<file path="config.mk">
export PLATFORM = sky130hd
export DESIGN_NAME = spi_flash_wb_reader
export DESIGN_NICKNAME = d
export VERILOG_FILES = /design/src/rtl/spi_flash_pkg.sv /design/src/rtl/spi_flash_shifter.sv /design/src/rtl/spi_flash_wb_reader.sv
export SDC_FILE = /design/constraint.sdc
export NUM_CORES = 1
export LEC_CHECK = 0
export CAP_MARGIN = 0
export CELL_PAD_IN_SITES_DETAIL_PLACEMENT = 0
export CELL_PAD_IN_SITES_GLOBAL_PLACEMENT = 1
export CORE_MARGIN = 2
export CORE_UTILIZATION = 33
export CTS_BUF_LIST = sky130_fd_sc_hd__clkbuf_4 sky130_fd_sc_hd__clkbuf_8
export CTS_CLUSTER_DIAMETER = 80
export DETAILED_ROUTE_END_ITERATION = 8
export PLACE_DENSITY_LB_ADDON = 0.1
export SETUP_SLACK_MARGIN = 0.15
export SKIP_LAST_GASP = 1
export SLEW_MARGIN = 5
export SYNTH_ARGS = -nofsm -noshare
export SYNTH_HDL_FRONTEND = slang
export SYNTH_SLANG_ARGS = --single-unit
export TNS_END_PERCENT = 30
</file>
<file path="constraint.sdc">
create_clock -name clk_i -period 1.79 [get_ports clk_i]
set_clock_uncertainty 0.05 [all_clocks]
set_input_delay 0.4475 -clock clk_i [delete_from_list [all_inputs] [get_ports clk_i]]
set_output_delay 0.4475 -clock clk_i [all_outputs]
set_load 0.02 [all_outputs]
</file>
<file path="src/rtl/spi_flash_pkg.sv">
// Shared types and constants for the SPI boot-flash Wishbone reader.
package spi_flash_pkg;

    typedef enum logic [2:0] {
        IDLE,
        CS_SETUP,
        SHIFT,
        CS_HOLD,
        ACK,
        ERR
    } state_e;

    localparam int         FRAME_BITS     = 64;
    localparam int         DATA_BITS      = 32;
    localparam logic [7:0] DEFAULT_OPCODE = 8'h03;

    // Flash streams bytes in address order; the bus word is little-endian.
    function automatic logic [31:0] swap_bytes(input logic [31:0] w);
        return {w[7:0], w[15:8], w[23:16], w[31:24]};
    endfunction

endpackage

</file>
<file path="src/rtl/spi_flash_shifter.sv">
// SPI mode-0 frame engine: chip-select setup phase, then 64 bits out MSB first
// while the last 32 bits in are collected.
module spi_flash_shifter
    import spi_flash_pkg::*;
#(
    parameter int CLK_DIV = 2
) (
    input  logic                  clk_i,
    input  logic                  rst_n_i,
    input  logic                  start_i,
    input  logic                  abort_i,
    input  logic [FRAME_BITS-1:0] tx_word_i,
    input  logic                  miso_i,
    output logic                  setup_done_o,
    output logic                  done_o,
    output logic [DATA_BITS-1:0]  rx_word_o,
    output logic                  sclk_o,
    output logic                  mosi_o
);

    localparam int               DIV_W      = (CLK_DIV > 1) ? $clog2(CLK_DIV) : 1;
    localparam logic [DIV_W-1:0] DIV_RELOAD = DIV_W'(CLK_DIV - 1);
    localparam logic [6:0]       LAST_BIT   = 7'(FRAME_BITS - 1);
    localparam logic [6:0]       FIRST_RX   = 7'(FRAME_BITS - DATA_BITS);

    logic                  busy_q, busy_d;
    logic                  setup_q, setup_d;
    logic                  sclk_q, sclk_d;
    logic [DIV_W-1:0]      div_q, div_d;
    logic [6:0]            bit_q, bit_d;
    logic [FRAME_BITS-1:0] tx_q, tx_d;
    logic [DATA_BITS-1:0]  rx_q, rx_d;
    logic                  tick;

    assign tick      = (div_q == '0);
    assign sclk_o    = sclk_q;
    assign mosi_o    = tx_q[FRAME_BITS-1];
    assign rx_word_o = rx_q;

    always_ff @(posedge clk_i) begin
        if (!rst_n_i) begin
            busy_q  <= 1'b0;
            setup_q <= 1'b0;
            sclk_q  <= 1'b0;
            div_q   <= '0;
            bit_q   <= '0;
            tx_q    <= '0;
            rx_q    <= '0;
        end else begin
            busy_q  <= busy_d;
            setup_q <= setup_d;
            sclk_q  <= sclk_d;
            div_q   <= div_d;
            bit_q   <= bit_d;
            tx_q    <= tx_d;
            rx_q    <= rx_d;
        end
    end

    // Every phase (setup, low, high) lasts CLK_DIV cycles; the divider reloads on each change.
    always_comb begin
        busy_d       = busy_q;
        setup_d      = setup_q;
        sclk_d       = sclk_q;
        div_d        = div_q;
        bit_d        = bit_q;
        tx_d         = tx_q;
        rx_d         = rx_q;
        setup_done_o = 1'b0;
        done_o       = 1'b0;

        if (abort_i) begin
            busy_d  = 1'b0;
            setup_d = 1'b0;
            sclk_d  = 1'b0;
            div_d   = DIV_RELOAD;
            bit_d   = '0;
            tx_d    = '0;
        end else if (start_i) begin
            busy_d  = 1'b1;
            setup_d = 1'b1;
            sclk_d  = 1'b0;
            div_d   = DIV_RELOAD;
            bit_d   = '0;
            tx_d    = tx_word_i;
            rx_d    = '0;
        end else if (busy_q) begin
            if (!tick) begin
                div_d = div_q - DIV_W'(1);
            end else begin
                div_d = DIV_RELOAD;
                if (setup_q) begin
                    setup_d      = 1'b0;
                    setup_done_o = 1'b1;
                end else if (!sclk_q) begin
                    sclk_d = 1'b1;
                    if (bit_q >= FIRST_RX) begin
                        rx_d = {rx_q[DATA_BITS-2:0], miso_i};
                    end
                end else begin
                    sclk_d = 1'b0;
                    tx_d   = {tx_q[FRAME_BITS-2:0], 1'b0};
                    if (bit_q == LAST_BIT) begin
                        busy_d = 1'b0;
                        done_o = 1'b1;
                    end else begin
                        bit_d = bit_q + 7'd1;
                    end
                end
            end
        end
    end

endmodule

</file>
<file path="src/rtl/spi_flash_wb_reader.sv">
// Read-only Wishbone classic slave mapping the SPI boot flash; each read is one
// READ frame returning a little-endian word, writes are answered with err.
module spi_flash_wb_reader
    import spi_flash_pkg::*;
#(
    parameter int         CLK_DIV     = 2,
    parameter int         FLASH_AW    = 24,
    parameter logic [7:0] READ_OPCODE = DEFAULT_OPCODE
) (
    input  logic        clk_i,
    input  logic        rst_n_i,
    input  logic [31:0] wb_adr_i,
    input  logic [31:0] wb_dat_i,
    input  logic [3:0]  wb_sel_i,
    input  logic        wb_we_i,
    input  logic        wb_cyc_i,
    input  logic        wb_stb_i,
    output logic [31:0] wb_dat_o,
    output logic        wb_ack_o,
    output logic        wb_err_o,
    output logic        spi_cs_n_o,
    output logic        spi_sclk_o,
    output logic        spi_mosi_o,
    input  logic        spi_miso_i
);

    state_e                state_q, state_d;
    logic                  cs_n_q, cs_n_d;
    logic [31:0]           dat_q, dat_d;
    logic                  start, abort, setup_done, shift_done;
    logic [DATA_BITS-1:0]  rx_word;
    logic [FRAME_BITS-1:0] tx_word;
    logic                  unused_inputs;

    assign tx_word       = {READ_OPCODE, wb_adr_i[FLASH_AW-1:2], 2'b00, 32'h0};
    assign unused_inputs = ^{wb_dat_i, wb_sel_i, wb_adr_i[31:FLASH_AW], wb_adr_i[1:0]};

    spi_flash_shifter #(
        .CLK_DIV (CLK_DIV)
    ) u_shifter (
        .clk_i        (clk_i),
        .rst_n_i      (rst_n_i),
        .start_i      (start),
        .abort_i      (abort),
        .tx_word_i    (tx_word),
        .miso_i       (spi_miso_i),
        .setup_done_o (setup_done),
        .done_o       (shift_done),
        .rx_word_o    (rx_word),
        .sclk_o       (spi_sclk_o),
        .mosi_o       (spi_mosi_o)
    );

    always_ff @(posedge clk_i) begin
        if (!rst_n_i) begin
            state_q <= IDLE;
            cs_n_q  <= 1'b1;
            dat_q   <= '0;
        end else begin
            state_q <= state_d;
            cs_n_q  <= cs_n_d;
            dat_q   <= dat_d;
        end
    end

    // A master dropping cyc mid-frame abandons the transfer without any response.
    always_comb begin
        state_d = state_q;
        dat_d   = dat_q;
        start   = 1'b0;
        abort   = 1'b0;

        case (state_q)
            IDLE: begin
                if (wb_cyc_i && wb_stb_i) begin
                    if (wb_we_i) begin
                        state_d = ERR;
                    end else begin
                        state_d = CS_SETUP;
                        start   = 1'b1;
                    end
                end
            end
            CS_SETUP: begin
                if (!wb_cyc_i) begin
                    state_d = IDLE;
                    abort   = 1'b1;
                end else if (setup_done) begin
                    state_d = SHIFT;
                end
            end
            SHIFT: begin
                if (!wb_cyc_i) begin
                    state_d = IDLE;
                    abort   = 1'b1;
                end else if (shift_done) begin
                    state_d = CS_HOLD;
                end
            end
            CS_HOLD: begin
                state_d = ACK;
                dat_d   = swap_bytes(rx_word);
            end
            ACK:     state_d = IDLE;
            ERR:     state_d = IDLE;
            default: state_d = IDLE;
        endcase

        cs_n_d = !((state_d == CS_SETUP) || (state_d == SHIFT));
    end

    assign spi_cs_n_o = cs_n_q;
    assign wb_dat_o   = dat_q;
    assign wb_ack_o   = (state_q == ACK) && wb_cyc_i;
    assign wb_err_o   = (state_q == ERR) && wb_cyc_i;

endmodule

</file>
==> flow_summary.yaml, run 1 <==
sta:
  hold_violations: 0
  worst-slew-pin-transition_ns: 0.360
  worst_slack_ns: 0.0142
  finalCriticalPeriod_ns: 1.78
  period_share_pct: 99.2
  rsz0062_at_grt: "yes"
  max_slew_margin_pct: 75.9
  setup_viol: 0
  slew_violations: 0
  max_clock_freq_mhz: 563
global_routing:
  grt_pass1_vias: 3345
  grt_overflow_total: 0
  grt_usage_pct: 15.3
  antenna_found_initial: 0
  grt_max_degree: 34
  grt_pass1_wl_um: 16100
detailed_routing:
  routed_wl_um: 9910
  wl_per_cell_um: 13.7
  viasPerCell: 4.85
  antenna_left: 0
  drt-initial-drc-count: 140
  vias: 3515
  drc: 0
  firstDrtPassIters: 4
logic_synthesis:
  syn_nets: 539
  netlist_area_um2: 4150
  ys_seq_elements: 109
  syn_avg_cell_area_um2: 8.95
  synth_cells: 463
  synth_cell_types: 46
  synth_edf_count: 0
  async_flop_share_pct: 0
  yosys_warnings: 0
  ys_seq_area_share_pct: 52.6
  synth_ff_type: "dfxtp_1"
setup_path:
  worst_ep_arrival_time_ns: 2.01
  endpoint_kind: "register"
  crit_required_ns: 2.03
  r2r_cells: 7
  start_kind: "register"
  criticalPathCategory: "register to register"
  cp_max_fo: 8
clock_tree:
  cts.htree.levels: 3
  cts_root_buf: "clkbuf_8"
  clk_latency_ns: 0.38
  clk_pin_slew_worst_paths_ns: 0.10
  clockBufferDepth: 2
  cts_tree: "yes"
  cts_made_buffers: 9
  cts.sinks: 109
placed_design:
  dpl.hpwl_um: 6240
  dpl.cell_count: 700
  portBuffers: 64
  pre_cts_ws_ns: -0.521
  gp_congestion: 0.743
power_and_ir_drop:
  p_total_w: 0.00421
  p_leak_nw: 2.23
  power_density_nw_per_um2: 747
  irDropWorstVdd_uv: 636
worst_hold_path:
  hold_depth: 2
  hold_class: "register to register"
finish:
  fin_nets: 629
  insertedDiodeCount: 0
  area_delta_synth_final_pct: 36.0
  instances_no_fill: 725
  drive_gt1_share_pct: 16.9
floorplanning:
  ios: 111
  initial_core_util_pct: 34.2
  die_w_um: 116
  coreArea_um2: 12100
  fp.dieArea_um2: 13500
  rows: 40
  die_h_um: 116
run:
  maxCapViolations: 0
outcome:
  status: "finished clean"
==> where the power goes <==
group / leakage [nW] / internal (W) / switching, W
Combinational: 1.26 / 0.000181 / 0.000160
Sequential: 0.884 / 0.00246 / 0.0000196
Clock: 0.0896 / 0.000561 / 0.000834
==> per-layer routing <==
| metal | vias to the layer above | global-route usage (%) | share of wire [%] |
|---|---|---|---|
| li1 | 1795 | - | - |
| met1 | 1660 | 18.7 | 46 |
| met2 | 53 | 25.8 | 49 |
| met3 | 7 | 5.39 | 4.1 |
| met4 | 0 | 4.29 | 0.75 |
| met5 | - | 0 | 0 |
==> logic make-up (layout without fill, tap and decap cells) <==
family | after synthesis | in the layout | share of synthesized area [%]
flops | 109 | 109 | 52.6
xor+xnor | 4 | 4 | 0.845
buf+inv | 50 | 144 | 5.46
compound gates | 125 | 125 | 21.4
simple gates | 173 | 173 | 19.1
fa+ha+maj | 2 | 2 | 0.604
==> metrics by stage <==
step	setup TNS, ns	hold WS [ns]	instance area [µm²]	utilization, %
floorplan	0	0.380	4170	-
global placement	-30.61	0.389	5220	43.1
detailed placement	-32.61	0.395	5220	43.1
CTS	-0.270	0.408	5460	45.1
global route	-0.144	0.425	5640	46.6
finish	0	0.404	5640	46.6
==> sequential cells by signal, indices dropped and copies added (netlist names) <==
register and flops:
state_q 3, u_shifter.div_q 1, u_shifter.bit_q 7, u_shifter.setup_q 1
u_shifter.tx_q 30, u_shifter.rx_word_o 32, spi_cs_n_o 1, u_shifter.busy_q 1
wb_dat_o 32, u_shifter.sclk_o 1
==> synthesized netlist by cell type (2+ instances only) <==
master	instances	area share, %
nand3b_1	3	0.54
or3_1	4	0.60
nor3_1	11	1.3
buf_6	3	0.81
ha_1	2	0.60
a22o_1	33	7.0
dfxtp_1	109	53
buf_2	10	1.2
or2_2	2	0.30
o31ai_1	2	0.36
or4_1	2	0.36
nand2b_1	2	0.30
nor2_1	20	1.8
a311oi_1	11	2.3
nand2_1	109	9.9
inv_1	15	1.4
o21ai_0	3	0.36
clkbuf_1	20	1.8
a21oi_1	45	5.4
nor2b_1	2	0.30
nand3_1	6	0.72
o2bb2ai_1	10	2.1
a31oi_1	14	2.1
xnor2_1	3	0.63
==> final timing paths <==
| check | startpoint | end | slack, ns |
|---|---|---|---|
| hold reg to reg | wb_dat_o[13] | wb_dat_o[13] | 0.40 |
| setup / recovery | state_q[2] | u_shifter.rx_word_o[13] | 0.01 |
| setup reg to reg | state_q[2] | u_shifter.rx_word_o[13] | 0.01 |
| hold / removal | wb_dat_o[13] | wb_dat_o[13] | 0.40 |
==> cells in the final DEF (no fill, tap or decap), types with 2 or more instances in the layout <==
| cell type | instances |
|---|---|
| or4_1 | 2 |
| nand3_1 | 4 |
| or3_1 | 4 |
| buf_6 | 6 |
| buf_4 | 33 |
| nor2b_1 | 2 |
| o21ai_0 | 3 |
| nand2b_1 | 2 |
| clkdlybuf4s50_1 | 24 |
| a31oi_1 | 14 |
| o31ai_1 | 2 |
| a22o_1 | 33 |
| nor2_1 | 18 |
| clkbuf_8 | 10 |
| clkbuf_16 | 2 |
| dlymetal6s2s_1 | 5 |
| a21oi_1 | 45 |
| nand3b_1 | 3 |
| dfxtp_1 | 103 |
| a311oi_1 | 10 |
| dlygate4sd2_1 | 31 |
| xnor2_1 | 3 |
| nor3_1 | 11 |
| nor4b_4 | 2 |
| nand3_2 | 2 |
| dfxtp_2 | 5 |
| nand2_1 | 109 |
| buf_12 | 7 |
| inv_1 | 14 |
| inv_6 | 2 |
| or2_4 | 2 |
| o2bb2ai_1 | 10 |
==> critical path, cell delays in order, from the launching register on <==
cell	delay (ns)
dfxtp_4	0.38
buf_6	0.12
or2_4	0.22
or2_4	0.27
nor4b_4	0.14
buf_6	0.16
clkbuf_16	0.16
a22o_1	0.18
==> final cells by class <==
cell class	count	area, µm²
fill	1212	6470
clock buffer	11	145
sequential	109	2190
multi-input combinational	304	1820
tap	168	210
inverter	16	62.6
timing repair buffer	113	1180
clock inverter	4	30.0
==> timing repair <==
action | CTS | global route
hold buffers | 0 | 0
pin swaps | 1 | 6
setup endpoints to repair | 111 | 85
buffers inserted | 1 | 5
cloned | 2 | 2
resized for setup | 60 | 24
Note: power is estimated with default switching activity, not from simulation.
==> run 2, diff against run 1 <==
CORE_ASPECT_RATIO = 0.75   (was default)
CORE_UTILIZATION = 37   (was 33)
clock period = 1.65 ns   (was 1.79 ns; I/O delays follow)
==> run 2 against run 1 <==
  * Via count down 0.91%
  * Sequential share of layout area up 1.0 points
  * Sequential cell count unchanged
  * Core utilization up 3.7 points
  * The run now ends with setup timing left
  * Power up 11%
  * Highest routed layer unchanged
  * Die area down 10%
  * Global-route usage up 0.61 points
  * Design area down 2.4%
==> flow_summary.yaml, run 2 (same netlist as run 1, synthesis figures left out) <==
outcome:
  status: "complete, but fails checks"
  violations: "setup timing"
finish:
  fill_cells: 1042
  fin_nets: 621
  insertedDiodeCount: 0
  instances_no_fill: 690
  final_cell_mix: "nand2_1, dfxtp_1, a21oi_1"
  layout_commonest_cell: "nand2_1"
  area_delta_synth_final_pct: 32.8
  drive_gt1_share_pct: 17.6
floorplanning:
  die_w_um: 126
  fp.dieArea_um2: 12100
  coreArea_um2: 10900
  ios: 111
  rows: 33
  initial_core_util_pct: 37.9
  die_h_um: 95.7
sta:
  rsz0062_at_grt: "yes"
  worst-slew-pin-transition_ns: 0.369
  max_slew_margin_pct: 75.4
  worst_slack_ns: -0.0821
  hold_violations: 0
  setup_viol: 34
  slew_violations: 0
  max_clock_freq_mhz: 577
  finalCriticalPeriod_ns: 1.73
  period_share_pct: 105
detailed_routing:
  vias: 3483
  drt-initial-drc-count: 247
  wl_per_cell_um: 13.8
  antenna_left: 0
  viasPerCell: 5.05
  drc: 0
  firstDrtPassIters: 5
  routed_wl_um: 9490
clock_tree:
  cts.htree.levels: 3
  cts.sinks: 109
  clk_pin_slew_worst_paths_ns: 0.10
  cts_made_buffers: 9
  clk_latency_ns: 0.37
  cts_root_buf: "clkbuf_8"
  cts-hold-fix-buffers: 0
  cts_tree: "yes"
  clockBufferDepth: 2
power_and_ir_drop:
  irDropWorstVdd_uv: 405
  p_leak_nw: 2.08
  power_density_nw_per_um2: 851
placed_design:
  portBuffers: 64
  pre_cts_ws_ns: -0.592
  dpl.cell_count: 670
  dpl.hpwl_um: 6030
  gp_congestion: 0.728
global_routing:
  antenna_found_initial: 0
  grt_overflow_total: 0
  grt_pass1_wl_um: 15500
  grt_max_degree: 37
  grt_usage_pct: 16.0
  grt_pass1_vias: 3109
setup_path:
  criticalPathCategory: "register to register"
  path_cells: "or4b_4, o22ai_2, a21oi_2, buf_12, a22o_1"
  start_kind: "register"
  slowest_stage: "or4b_4"
  crit_required_ns: 1.87
  endpoint_kind: "register"
  crit_family: "simple AND/OR/NAND/NOR gates"
  cp.buffers_inverters: 1
  max_stage_delay_ns: 0.57
  cp_max_fo: 32
  worst_ep_arrival_time_ns: 1.95
run:
  maxCapViolations: 0
worst_hold_path:
  hold_class: "register to register"
## run 2: worst paths after layout
kind                                         from                      end  slack [ns]  depth (start not counted)
worst max register to register  u_shifter.setup_q  u_shifter.rx_word_o[30]       -0.08                          5
worst min register to register       wb_dat_o[29]             wb_dat_o[29]        0.41                          2
worst min-delay path                 wb_dat_o[29]             wb_dat_o[29]        0.41                          2
worst max-delay path            u_shifter.setup_q  u_shifter.rx_word_o[30]       -0.08                          5
## run 2: routing by layer
layer	track usage, %	routed length, µm
met3	4.15	380
met1	24.1	5190
met4	4.21	79
met5	0	0
met2	22.2	3840
## run 2: final cells by class
| type | instances | area [µm²] | share of cell area [%] |
|---|---|---|---|
| clock buffer | 9 | 124 | 2.25 |
| clock inverter | 7 | 73.8 | 1.34 |
| inverter | 16 | 60.1 | 1.09 |
| multi-input combinational | 304 | 1860 | 33.8 |
| sequential | 109 | 2200 | 39.9 |
| tap | 140 | 175 | 3.18 |
| timing repair buffer | 105 | 1020 | 18.5 |
## run 2: power by group
group          switching, W  internal [W]
clock              0.000935      0.000714
combinational      0.000168      0.000179
sequential        0.0000254       0.00266
total               0.00113       0.00356
## run 2: worst reg2reg max path, stage by stage (launching register included)
cell	delay [ns]
dfxtp_2	0.33
or4b_4	0.57
o22ai_2	0.17
a21oi_2	0.09
buf_12	0.17
a22o_1	0.25
## run 2: timing repair
action | 4_1_cts | 5_1_grt
setup endpoints to repair | 122 | 137
resized for setup | 74 | 30
pin swaps | 2 | 2
buffers inserted | 3 | 1
hold endpoints to repair | 0 | 0
## run 2: metrics by stage
| step | TNS, ns | area, µm² | util [%] | hold WS (ns) | power, W |
|---|---|---|---|---|---|
| 2_1_floorplan | -1.56 | 4190 | - | 0.380 | 0.00290 |
| 3_3_place_gp | -41.63 | 5180 | 47.4 | 0.390 | 0.00307 |
| 3_5_place_dp | -43.58 | 5180 | 47.4 | 0.392 | 0.00307 |
| 4_1_cts | -2.44 | 5370 | 49.1 | 0.403 | 0.00473 |
| 5_1_grt | -4.00 | 5500 | 50.3 | 0.424 | 0.00488 |
| 6_report | -2.33 | 5500 | 50.3 | 0.406 | 0.00469 |
==> run 3, diff against run 2 <==
CORE_UTILIZATION = 48   (was 37)
DONT_BUFFER_PORTS = 1   (was default)
==> run 3 against run 2 <==
  * The flow still finishes with violations (setup timing)
  * Power up 1.6%
  * Design area is 4.2% lower
  * First-iteration DRC count fell by 27%
  * Sequential power about the same
  * Global-route usage is 3.2 points higher
  * Count of clock-buffer cells in the layout grew 1
  * Final cell count decreased by 12%
  * Non-clock buffer count decreased by 50
  * Critical endpoint is now u_shifter.rx_word_o[12]
  * Largest cell class unchanged
  * Core utilization increased by 12 points
  * Combinational power up 3%
  * Setup slack worse by 0.043 ns
  * Clock power increased by 4%
==> flow_summary.yaml, run 3 (same netlist as run 1, synthesis figures left out) <==
outcome:
  status: "complete, but fails checks"
  violations: "setup timing"
global_routing:
  grt_usage_pct: 19.2
  grt_max_degree: 36
  grt_pass1_wl_um: 14900
  grt_pass1_vias: 3079
  antenna_found_initial: 0
  grt_overflow_total: 0
sta:
  rsz0062_at_grt: "yes"
  max_slew_margin_pct: 74.9
  max_clock_freq_mhz: 563
  period_share_pct: 108
  setup_viol: 60
  fin_hold_ws_ns: 0.107
  hold_violations: 0
  worst-slew-pin-transition_ns: 0.377
  tns_ns: -4.92
  slew_violations: 0
  worst_slack_ns: -0.125
  finalCriticalPeriod_ns: 1.78
worst_hold_path:
  worstHoldStart: "spi_miso_i"
  hold_class: "input port to register"
  hold_depth: 1
  min_to: "u_shifter.rx_word_o[0]"
floorplanning:
  fp.dieArea_um2: 9400
  coreArea_um2: 8420
  rows: 29
  ios: 111
  die_h_um: 84.5
  die_w_um: 111
  initial_core_util_pct: 49.2
setup_path:
  cp.buffers_inverters: 3
  rrSetupSlack_ns: -0.13
  max_stage_delay_ns: 0.35
  path_cells: "buf_4, or2_4, or2_4, nor4b_4, buf_6, clkbuf_16, a22o_1"
  cp-startpoint: "state_q[2]"
  crit_family: "simple AND/OR/NAND/NOR gates"
  crit_required_ns: 1.86
  cpMostUsedCell: "or2_4"
  criticalPathCategory: "register to register"
  slowest_stage: "dfxtp_2"
  r2r_end: "u_shifter.rx_word_o[12]"
  r2r_cells: 7
  start_kind: "register"
  cp_max_fo: 16
  worstReg2RegStart: "state_q[2]"
  worst_ep_arrival_time_ns: 1.98
  endpoint_kind: "register"
placed_design:
  gp_congestion: 0.820
  dpl.hpwl_um: 5660
  place_area_um2: 4450
  portBuffers: 0
detailed_routing:
  drt-initial-drc-count: 181
  drc: 0
  vias: 3451
  routed_wl_um: 9980
  antenna_left: 0
  firstDrtPassIters: 4
  viasPerCell: 5.68
  wl_per_cell_um: 16.4
clock_tree:
  cts.htree.levels: 3
  clk_pin_slew_worst_paths_ns: 0.12
  cts_tree: "yes"
  cts_root_buf: "clkbuf_8"
  cts.sinks: 109
  cts_made_buffers: 9
  clockBufferDepth: 2
  clk_latency_ns: 0.37
finish:
  area_delta_synth_final_pct: 27.2
  final_util_pct: 62.6
  finalInstanceArea_um2: 5270
  final_cell_mix: "nand2_1, dfxtp_1, a21oi_1"
  insertedDiodeCount: 0
  layout_commonest_cell: "nand2_1"
  fill_cells: 703
  drive_gt1_share_pct: 25.4
  fin_nets: 571
run:
  maxCapViolations: 0
power_and_ir_drop:
  irDropWorstVdd_uv: 433
  power_density_nw_per_um2: 903
  p_leak_nw: 1.85
-- run 3: changes by cell type in the layout (fill, tap and decap cells not counted), moves of 6 or more --
cell             delta
a31oi_2             +6
clkdlybuf4s50_1    -24
buf_6              +11
o2bb2ai_1           -6
o2bb2ai_2           +6
dlygate4sd2_1      -31
a31oi_1             -8
-- run 3: per-stage QoR --
stage / setup WS, ns / power (W) / std cells
after floorplan: -0.0363 / 0.00290 / 463
after global placement: -0.0943 / 0.00298 / 569
after detailed placement: -0.0998 / 0.00299 / 569
after CTS: -0.157 / 0.00468 / 590
after global routing: -0.209 / 0.00492 / 608
final: -0.125 / 0.00476 / 608
-- run 3: worst max path at each step --
| stage | cells after the start | slack [ns] | end |
|---|---|---|---|
| 2_1_floorplan | 6 | -0.04 | u_shifter.tx_q[48] |
| 3_3_place_gp | 5 | -0.09 | u_shifter.tx_q[53] |
| 3_5_place_dp | 5 | -0.1 | u_shifter.tx_q[41] |
| 4_1_cts | 4 | -0.16 | wb_ack_o |
| 5_1_grt | 4 | -0.21 | wb_ack_o |
| 6_report | 7 | -0.13 | u_shifter.rx_word_o[12] |
-- run 3: area by class of cell --
type	instances	area (µm²)	area share, %
multi-input combinational	304	2010	38.2
tap	108	135	2.56
clock inverter	6	76.3	1.45
timing repair buffer	55	659	12.5
inverter	16	63.8	1.21
sequential	109	2190	41.6
clock buffer	10	131	2.49
-- run 3: power by group --
group          total, W  internal, W  switching, W
clock           0.00171     0.000751      0.000958
sequential      0.00269      0.00267     0.0000271
combinational  0.000360     0.000179      0.000181
-- run 3: what timing repair did --
action / in CTS / in global routing
pin swaps: 2 / 7
resized for setup: 9 / 68
setup buffers: 5 / 11
hold buffers: 0 / 0
endpoints found under the setup margin: 75 / 108
endpoints found under the hold margin: 0 / 0
gates cloned: 0 / 7
-- run 3: routing by layer --
metal  share of wire [%]  track usage, %  up-vias
li1                    -               -     1681
met1                  50            27.7     1690
met2                  44            27.8       73
met3                 5.9            7.08        7
met4                0.49            3.70        0
met5                   0               0        -
